## src/rtl/tick_prescaler_if.sv

```systemverilog
// Control/status bundle between a tick_prescaler and whatever programs it.
// The master drives run enable and ratio loads; the slave reports tick and ratio state.
interface tick_prescaler_if #(
   parameter int DIV_W = 8
);
   logic             en;
   logic             div_load;
   logic [DIV_W-1:0] div_val;
   logic             tick;
   logic [DIV_W-1:0] div_act;
   logic             load_pending;
   logic             load_err;

   modport master (
      output en, div_load, div_val,
      input  tick, div_act, load_pending, load_err
   );

   modport slave (
      input  en, div_load, div_val,
      output tick, div_act, load_pending, load_err
   );
endinterface

```

## src/rtl/tick_prescaler.sv

```systemverilog
// Programmable clock-enable generator: one-cycle tick every div_act cycles.
// Ratio changes are held in a shadow register and only take effect at a period boundary.
module tick_prescaler #(
   parameter int DIV_W       = 8,
   parameter int DEFAULT_DIV = 4
) (
   input  logic              clk,
   input  logic              rst_n,
   tick_prescaler_if.slave   bus
);

   localparam logic [DIV_W-1:0] DIV_RST = DIV_W'(DEFAULT_DIV);

   logic [DIV_W-1:0] cnt_q, cnt_d;
   logic [DIV_W-1:0] div_act_q, div_act_d;
   logic [DIV_W-1:0] shadow_q, shadow_d;
   logic             tick_q, tick_d;
   logic             pending_q, pending_d;
   logic             err_q, err_d;

   logic tc;
   logic boundary;
   logic load_ok;

   assign tc       = (cnt_q == div_act_q - DIV_W'(1));
   // Stopped is always a boundary, so loads made while idle apply on the next edge.
   assign boundary = !bus.en || tc;
   assign load_ok  = bus.div_load && (bus.div_val != '0);

   always_comb begin
      cnt_d     = cnt_q;
      tick_d    = 1'b0;
      div_act_d = div_act_q;
      shadow_d  = shadow_q;
      pending_d = pending_q;
      err_d     = bus.div_load && (bus.div_val == '0);

      if (!bus.en) begin
         cnt_d = '0;
      end else if (tc) begin
         cnt_d  = '0;
         tick_d = 1'b1;
      end else begin
         cnt_d = cnt_q + DIV_W'(1);
      end

      if (boundary) begin
         if (load_ok) begin
            div_act_d = bus.div_val;
            pending_d = 1'b0;
         end else if (pending_q) begin
            div_act_d = shadow_q;
            pending_d = 1'b0;
         end
      end else if (load_ok) begin
         shadow_d  = bus.div_val;
         pending_d = 1'b1;
      end
   end

   always_ff @(posedge clk or negedge rst_n) begin
      if (!rst_n) begin
         cnt_q     <= '0;
         tick_q    <= 1'b0;
         div_act_q <= DIV_RST;
         shadow_q  <= '0;
         pending_q <= 1'b0;
         err_q     <= 1'b0;
      end else begin
         cnt_q     <= cnt_d;
         tick_q    <= tick_d;
         div_act_q <= div_act_d;
         shadow_q  <= shadow_d;
         pending_q <= pending_d;
         err_q     <= err_d;
      end
   end

   assign bus.tick         = tick_q;
   assign bus.div_act      = div_act_q;
   assign bus.load_pending = pending_q;
   assign bus.load_err     = err_q;

endmodule

```

## src/flat_wrapper.sv

```systemverilog
// flat-port wrapper written by rule: the top's interface ports become plain ports
module tick_prescaler_flat 
#(
   parameter int DIV_W       = 8,
   parameter int DEFAULT_DIV = 4
)
  (clk, rst_n, bus_en, bus_div_load, bus_div_val, bus_tick, bus_div_act, bus_load_pending, bus_load_err);
  tick_prescaler_if #(.DIV_W(DIV_W)) bus_i ();
  input  logic clk;
  input  logic rst_n;
  input wire logic [$bits(bus_i.en)-1:0] bus_en;
  input wire logic [$bits(bus_i.div_load)-1:0] bus_div_load;
  input wire logic [$bits(bus_i.div_val)-1:0] bus_div_val;
  output wire logic [$bits(bus_i.tick)-1:0] bus_tick;
  output wire logic [$bits(bus_i.div_act)-1:0] bus_div_act;
  output wire logic [$bits(bus_i.load_pending)-1:0] bus_load_pending;
  output wire logic [$bits(bus_i.load_err)-1:0] bus_load_err;
  assign bus_i.en = bus_en;
  assign bus_i.div_load = bus_div_load;
  assign bus_i.div_val = bus_div_val;
  assign bus_tick = bus_i.tick;
  assign bus_div_act = bus_i.div_act;
  assign bus_load_pending = bus_i.load_pending;
  assign bus_load_err = bus_i.load_err;
  tick_prescaler #(.DIV_W(DIV_W), .DEFAULT_DIV(DEFAULT_DIV)) u_core (.clk(clk), .rst_n(rst_n), .bus(bus_i));
endmodule
```

## config.mk

```make
export PLATFORM = sky130hd
export DESIGN_NAME = tick_prescaler_flat
export DESIGN_NICKNAME = d
export VERILOG_FILES = /design/src/rtl/tick_prescaler_if.sv /design/src/rtl/tick_prescaler.sv /design/src/flat_wrapper.sv
export SDC_FILE = /design/constraint.sdc
export NUM_CORES = 1
export LEC_CHECK = 0
export BUFFER_PORTS_ARGS = -buffer_cell sky130_fd_sc_hd__clkbuf_2
export CAP_MARGIN = 20
export CELL_PAD_IN_SITES_DETAIL_PLACEMENT = 0
export CELL_PAD_IN_SITES_GLOBAL_PLACEMENT = 1
export CORE_AREA = 2 2 59 61
export DETAILED_ROUTE_END_ITERATION = 6
export DIE_AREA = 0 0 61 63
export PLACE_DENSITY_LB_ADDON = 0.3
export SYNTH_ARGS = -nofsm -noshare
export SYNTH_HDL_FRONTEND = slang
export SYNTH_SLANG_ARGS = --single-unit
```

## constraint.sdc

```tcl
create_clock -name clk -period 5.2 [get_ports clk]
set_input_delay 0.26 -clock clk [delete_from_list [all_inputs] [get_ports clk]]
set_output_delay 0.26 -clock clk [all_outputs]
set_load 0.01 [all_outputs]
```

; ---- Yosys cells after proc, flatten, opt, wreduce, memory -nomap -nowiden
; Cells that the tools add are included.
[classes]
n_eq_ne = 1
add_sub_neg = 2
reduce_logical = 10
n_mux = 8
bitwise_logic = 1
[ops]
columns = operator, count
row1 = 2-to-1 mux 8 bit, 4
row2 = "adder 8 x 1 -> 8 bit, second input constant", 1
row3 = equality test 8 bit, 1
row4 = zero test 8 bit, 1
row5 = nonzero test 8 bit, 1
row6 = "subtractor 8 x 1 -> 8 bit, second input constant", 1
row7 = 2-to-1 mux 1 bit, 4
row8 = AND reduction 2 bit, 2
row9 = nonzero test 2 bit, 2
row10 = logical AND 1 bit, 2
row11 = zero test 1 bit, 1
row12 = logical OR 1 bit, 1
row13 = NOT 1 bit, 1
[word_totals]
register_bits = 27
in_bits = 12

; ---- Logic depth before layout (Yosys ltp)
[logic_depth]
ltp_word = 5
depth_mapped = 9
mapped_depth_nobuf = 8

; ---- Worst setup path after synthesis
; No wires, ideal clock.
[synth_timing]
kind = register to register
start = register u_core.div_act_q[0] (netlist: u_core.bus.div_act[0])
end = register u_core.shadow_q[0]
stages_incl_launch_ff = 9
n_path_buf = 0
arrival_time_ps = 2228
setup_slack_ps = 2847
path_cell_list = dfrtp_1 > inv_1 > ha_1 > or3b_2 > nor3_1 > xnor2_1 > o2111ai_2 > nand4_4 > mux2_2
[synth_via]
elab_chain_cells = 5
[synth_rtl]
columns = item, line_no
row1 = "start, declared", tick_prescaler.sv:15  ; logic [DIV_W-1:0] div_act_q, div_act_d;
row2 = "start signal, assigned", tick_prescaler.sv:72  ; div_act_q <= div_act_d;
row3 = subtractor 8 x 1 -> 8 bit, tick_prescaler.sv:25  ; assign tc = (cnt_q == div_act_q - DIV_W'(1));
row4 = equality test 8 bit, tick_prescaler.sv:25
row5 = logical OR 1 bit, tick_prescaler.sv:27  ; assign boundary = !bus.en || tc;
row6 = NOT 1 bit (no source line), -
row7 = AND reduction 2 bit (no source line), -
row8 = "end signal, assigned", tick_prescaler.sv:73  ; shadow_q <= shadow_d;
row9 = "end, declared", tick_prescaler.sv:16  ; logic [DIV_W-1:0] shadow_q, shadow_d;
; Every way passes these cells.
; A chain may end at the register's enable or synchronous reset.

; ---- Worst setup path in the final report
[layout_timing]
start = register u_core.div_act_q[0] (netlist: u_core.bus.div_act[0])
end = register u_core.div_act_q[4] (netlist: u_core.bus.div_act[4])
[layout_via]
elab_chain_cells = 4
[layout_rtl]
columns = item, line_no
row1 = subtractor 8 x 1 -> 8 bit, tick_prescaler.sv:25
row2 = equality test 8 bit, tick_prescaler.sv:25
row3 = logical OR 1 bit, tick_prescaler.sv:27
row4 = AND reduction 2 bit (no source line), -
; Every way passes these cells.

==> run_summary.xml <==
<?xml version="1.0" encoding="UTF-8"?>
<metrics>
  <group name="status">
    <metric name="outcome" unit="">finished clean</metric>
  </group>
  <group name="cts">
    <metric name="clkLatencyLatePin" unit="ns">0.31</metric>
    <metric name="clk_pin_slew_worst_paths" unit="ns">0.14</metric>
    <metric name="htree_num_levels" unit="">1</metric>
    <metric name="cts.sink_count" unit="">27</metric>
    <metric name="clockBufferDepth" unit="">2</metric>
    <metric name="cts.root.buffer_cell" unit="">clkbuf_4</metric>
    <metric name="cts_inserted_buffers" unit="">3</metric>
    <metric name="cts.repair_timing.setup_buffer_count" unit="">0</metric>
    <metric name="tritoncts" unit="">done</metric>
  </group>
  <group name="floorplan">
    <metric name="die_height" unit="um">63</metric>
    <metric name="design.portCount" unit="">23</metric>
    <metric name="initial_core_util" unit="%">44.3</metric>
    <metric name="core-area" unit="sq um">3230</metric>
    <metric name="dieWidth" unit="um">61</metric>
    <metric name="die_outline_area" unit="sq um">3840</metric>
    <metric name="core.rowCount" unit="">21</metric>
  </group>
  <group name="logic_synthesis">
    <metric name="synth_top_cells_by_area" unit="">dfrtp_1 (45%), mux2_2 (6.3%), xnor2_1 (5.5%)</metric>
    <metric name="syn-instance-count" unit="">132</metric>
    <metric name="synth_edf_count" unit="">0</metric>
    <metric name="yosysWarningCount" unit="">0</metric>
    <metric name="post_synth_num_cell_types" unit="">38</metric>
    <metric name="synth.top_cell.area_share" unit="%">45.4</metric>
    <metric name="syn_avg_cell_area" unit="sq um">10.9</metric>
    <metric name="synth_async_sr_flop_share" unit="%">100</metric>
    <metric name="synth.yosys.seq_area_share" unit="%">47.2</metric>
    <metric name="synthesis.area" unit="sq um">1430</metric>
    <metric name="postSynth.topFlopCell" unit="">dfrtp_1</metric>
    <metric name="synth-seq-cells" unit="">27</metric>
    <metric name="mappedNetlistNets" unit="">146</metric>
    <metric name="synth.largest_area_cell" unit="">dfrtp_1</metric>
  </group>
  <group name="layout">
    <metric name="seqCellArea" unit="sq um">677</metric>
    <metric name="antenna_cells" unit="">0</metric>
    <metric name="final.fill_count" unit="">330</metric>
    <metric name="area_delta_synth_final" unit="%">12.7</metric>
    <metric name="final_area" unit="sq um">1610</metric>
    <metric name="drive_gt1_share" unit="%">26.5</metric>
    <metric name="multi_input_combinational_cell_area" unit="sq um">714</metric>
    <metric name="design.final.nets" unit="">170</metric>
  </group>
  <group name="setup_path">
    <metric name="crit_fanout" unit="">16</metric>
    <metric name="critical_path.reg2reg.startpoint" unit="">u_core.bus.div_act[0]</metric>
    <metric name="timing_worst_setup_path_type" unit="">flip-flop to flip-flop</metric>
    <metric name="crit_path_arrival_time" unit="ns">2.86</metric>
    <metric name="setup.worst_path.start_class" unit="">flip-flop</metric>
    <metric name="endpoint_kind" unit="">flip-flop</metric>
    <metric name="cp.required" unit="ns">5.42</metric>
    <metric name="crit_start" unit="">u_core.bus.div_act[0]</metric>
  </group>
  <group name="power">
    <metric name="leakage" unit="nW">0.714</metric>
    <metric name="power-per-cell-area" unit="nW/um^2">274</metric>
    <metric name="ir_worst_vdd" unit="mV">0.146</metric>
    <metric name="post-layout-total-power" unit="mW">0.442</metric>
  </group>
  <group name="global_route">
    <metric name="grt_usage" unit="%">17.0</metric>
    <metric name="via_count_of_the_first_global_routing_pass" unit="">1030</metric>
    <metric name="grt_start_max_net_pins" unit="">28</metric>
    <metric name="number_of_antenna_violations_at_the_first_check_in_global_routing" unit="">0</metric>
    <metric name="first_pass_grt_wire_length" unit="mm">4.82</metric>
    <metric name="globalRoute.totalOverflow" unit="">0</metric>
  </group>
  <group name="timing">
    <metric name="drv_slew" unit="">0</metric>
    <metric name="post-route-min-period" unit="ns">2.64</metric>
    <metric name="max_freq" unit="GHz">0.379</metric>
    <metric name="post-route-worst-setup-slack" unit="ns">2.56</metric>
    <metric name="worstMarginPinSlew" unit="ns">0.645</metric>
    <metric name="rsz_0062_raised_after_global_routing" unit="">no</metric>
    <metric name="hold_viol" unit="">0</metric>
    <metric name="final.setup_skew" unit="ns">0.00544</metric>
    <metric name="timing.slew.headroom" unit="%">57.0</metric>
    <metric name="fin_hold_ws" unit="ns">0.195</metric>
    <metric name="layout_worst_path_cycle_share" unit="%">50.7</metric>
    <metric name="totalNegativeSetupSlack" unit="ns">0</metric>
    <metric name="final-setup-viol-count" unit="">0</metric>
  </group>
  <group name="min_path">
    <metric name="hold_path_class" unit="">primary input to flip-flop</metric>
    <metric name="hold_path.startpoint" unit="">bus_div_val[5]</metric>
  </group>
  <group name="route">
    <metric name="dr_pass1_iterations" unit="">3</metric>
    <metric name="avgRoutedWirePerCell" unit="um">14.2</metric>
    <metric name="dr.first_iter.drc_count" unit="">17</metric>
    <metric name="via_count" unit="">1033</metric>
    <metric name="postRouteWirelength" unit="mm">2.85</metric>
    <metric name="antenna_left" unit="">0</metric>
    <metric name="total_drc_errors_in_the_routed_layout" unit="">0</metric>
    <metric name="routed_via_density" unit="">5.14</metric>
  </group>
  <group name="place">
    <metric name="numPortBuffers" unit="">22</metric>
    <metric name="post_dp_cell_area" unit="sq um">1580</metric>
    <metric name="gp_routability_congestion" unit="">0.751</metric>
    <metric name="final_hpwl_from_detailed_placement" unit="mm">2.17</metric>
    <metric name="place_worst_setup_slack" unit="ns">2.56</metric>
  </group>
  <group name="job">
    <metric name="maxCapViolCount" unit="">0</metric>
  </group>
</metrics>
## layout make-up
class	count	share of cell area [%]
multi-input combinational	96	44.3
sequential	27	41.9
tap	46	3.57
clock buffer	4	1.63
inverter	5	1.16
timing repair buffer	23	7.44
## stage by stage
stage | cells | utilization [%]
after global routing | 201 | 49.9
after CTS | 201 | 49.9
after floorplan | 132 | -
after detailed placement | 196 | 48.8
after global placement | 196 | 48.8
final | 201 | 49.9
## kinds of logic (layout without fill, tap and decap cells)
group / after synthesis / after routing / synth area share, %
XOR/XNOR: 14 / 14 / 8.56
flip-flops: 27 / 27 / 47.2
multiplexers: 8 / 8 / 6.29
AO/OA/AOI/OAI: 24 / 24 / 13.1
adder cells (fa/ha/maj): 2 / 2 / 1.75
buffers and inverters: 9 / 32 / 2.88
AND/OR/NAND/NOR: 48 / 48 / 20.2
## worst paths after layout
kind / to / slack, ns / cells after the start
min: u_core.shadow_q[5] / 0.19 / 2
max reg2reg: u_core.bus.div_act[4] / 2.56 / 8
min reg2reg: u_core.shadow_q[3] / 0.51 / 1
max: u_core.bus.div_act[4] / 2.56 / 8
max in group asynchronous: u_core.cnt_q[4] / 4.28 / 2
min in group asynchronous: u_core.cnt_q[1] / 0.50 / 2
## Yosys cell counts, types with 2 or more instances
master	n
nor4_1	3
o21ai_0	6
inv_1	5
dfrtp_1	26
nor2_1	11
nor3_1	4
a2bb2oi_1	7
xnor2_1	9
nand3_1	3
and3_1	3
nand2_1	5
nand2b_1	4
ha_1	2
mux2_2	8
clkbuf_1	3
nand3b_1	6
a22oi_1	2
xor2_1	5
## what timing repair did
action,in CTS,in global routing
endpoints found under the hold margin,26,0
hold buffers,1,0
gates resized for setup,0,0
## placed cells by master, fill, tap and decap left out, types with 2 or more instances in the layout
master	synthesis	layout
and3_1	3	3
clkbuf_4	0	3
nor4_1	3	3
nand2b_1	4	4
xor2_1	5	5
xnor2_1	9	9
clkbuf_2	0	22
dfrtp_1	26	26
o21ai_0	6	6
a2bb2oi_1	7	7
inv_1	5	5
nor2_1	11	11
nand3_1	3	3
ha_1	2	2
nand3b_1	6	6
a22oi_1	2	2
mux2_2	8	8
nand2_1	5	5
nor3_1	4	4
## routing by layer
layer | track usage, % | vias to the layer above | routed length (um)
li1 | - | 519 | -
met5 | 0 | - | 0
met2 | 27.4 | 15 | 1430
met3 | 2.48 | 2 | 82
met4 | 5.71 | 0 | 19
met1 | 23.1 | 497 | 1320
## critical path, stage by stage (launching register included)
cell	delay [ns]
dfrtp_1	0.48
inv_1	0.09
ha_1	0.16
or3b_2	0.47
nor3_1	0.19
xnor2_1	0.16
o2111ai_2	0.25
nand2_1	0.46
o2bb2a_1	0.27
## where the power goes
group	total (mW)	internal, mW	switching (mW)
registers	0.259	0.232	0.0266
logic	0.0962	0.0514	0.0448
clock network	0.0872	0.0300	0.0572
total	0.442	0.314	0.129
## state kept, by name, summed over array words and instances (netlist names)
signal,cells
u_core.bus.tick,1
u_core.bus.load_err,1
u_core.shadow_q,8
u_core.bus.load_pending,1
u_core.bus.div_act,8
u_core.cnt_q,8
Note: power is estimated with default switching activity, not from simulation.
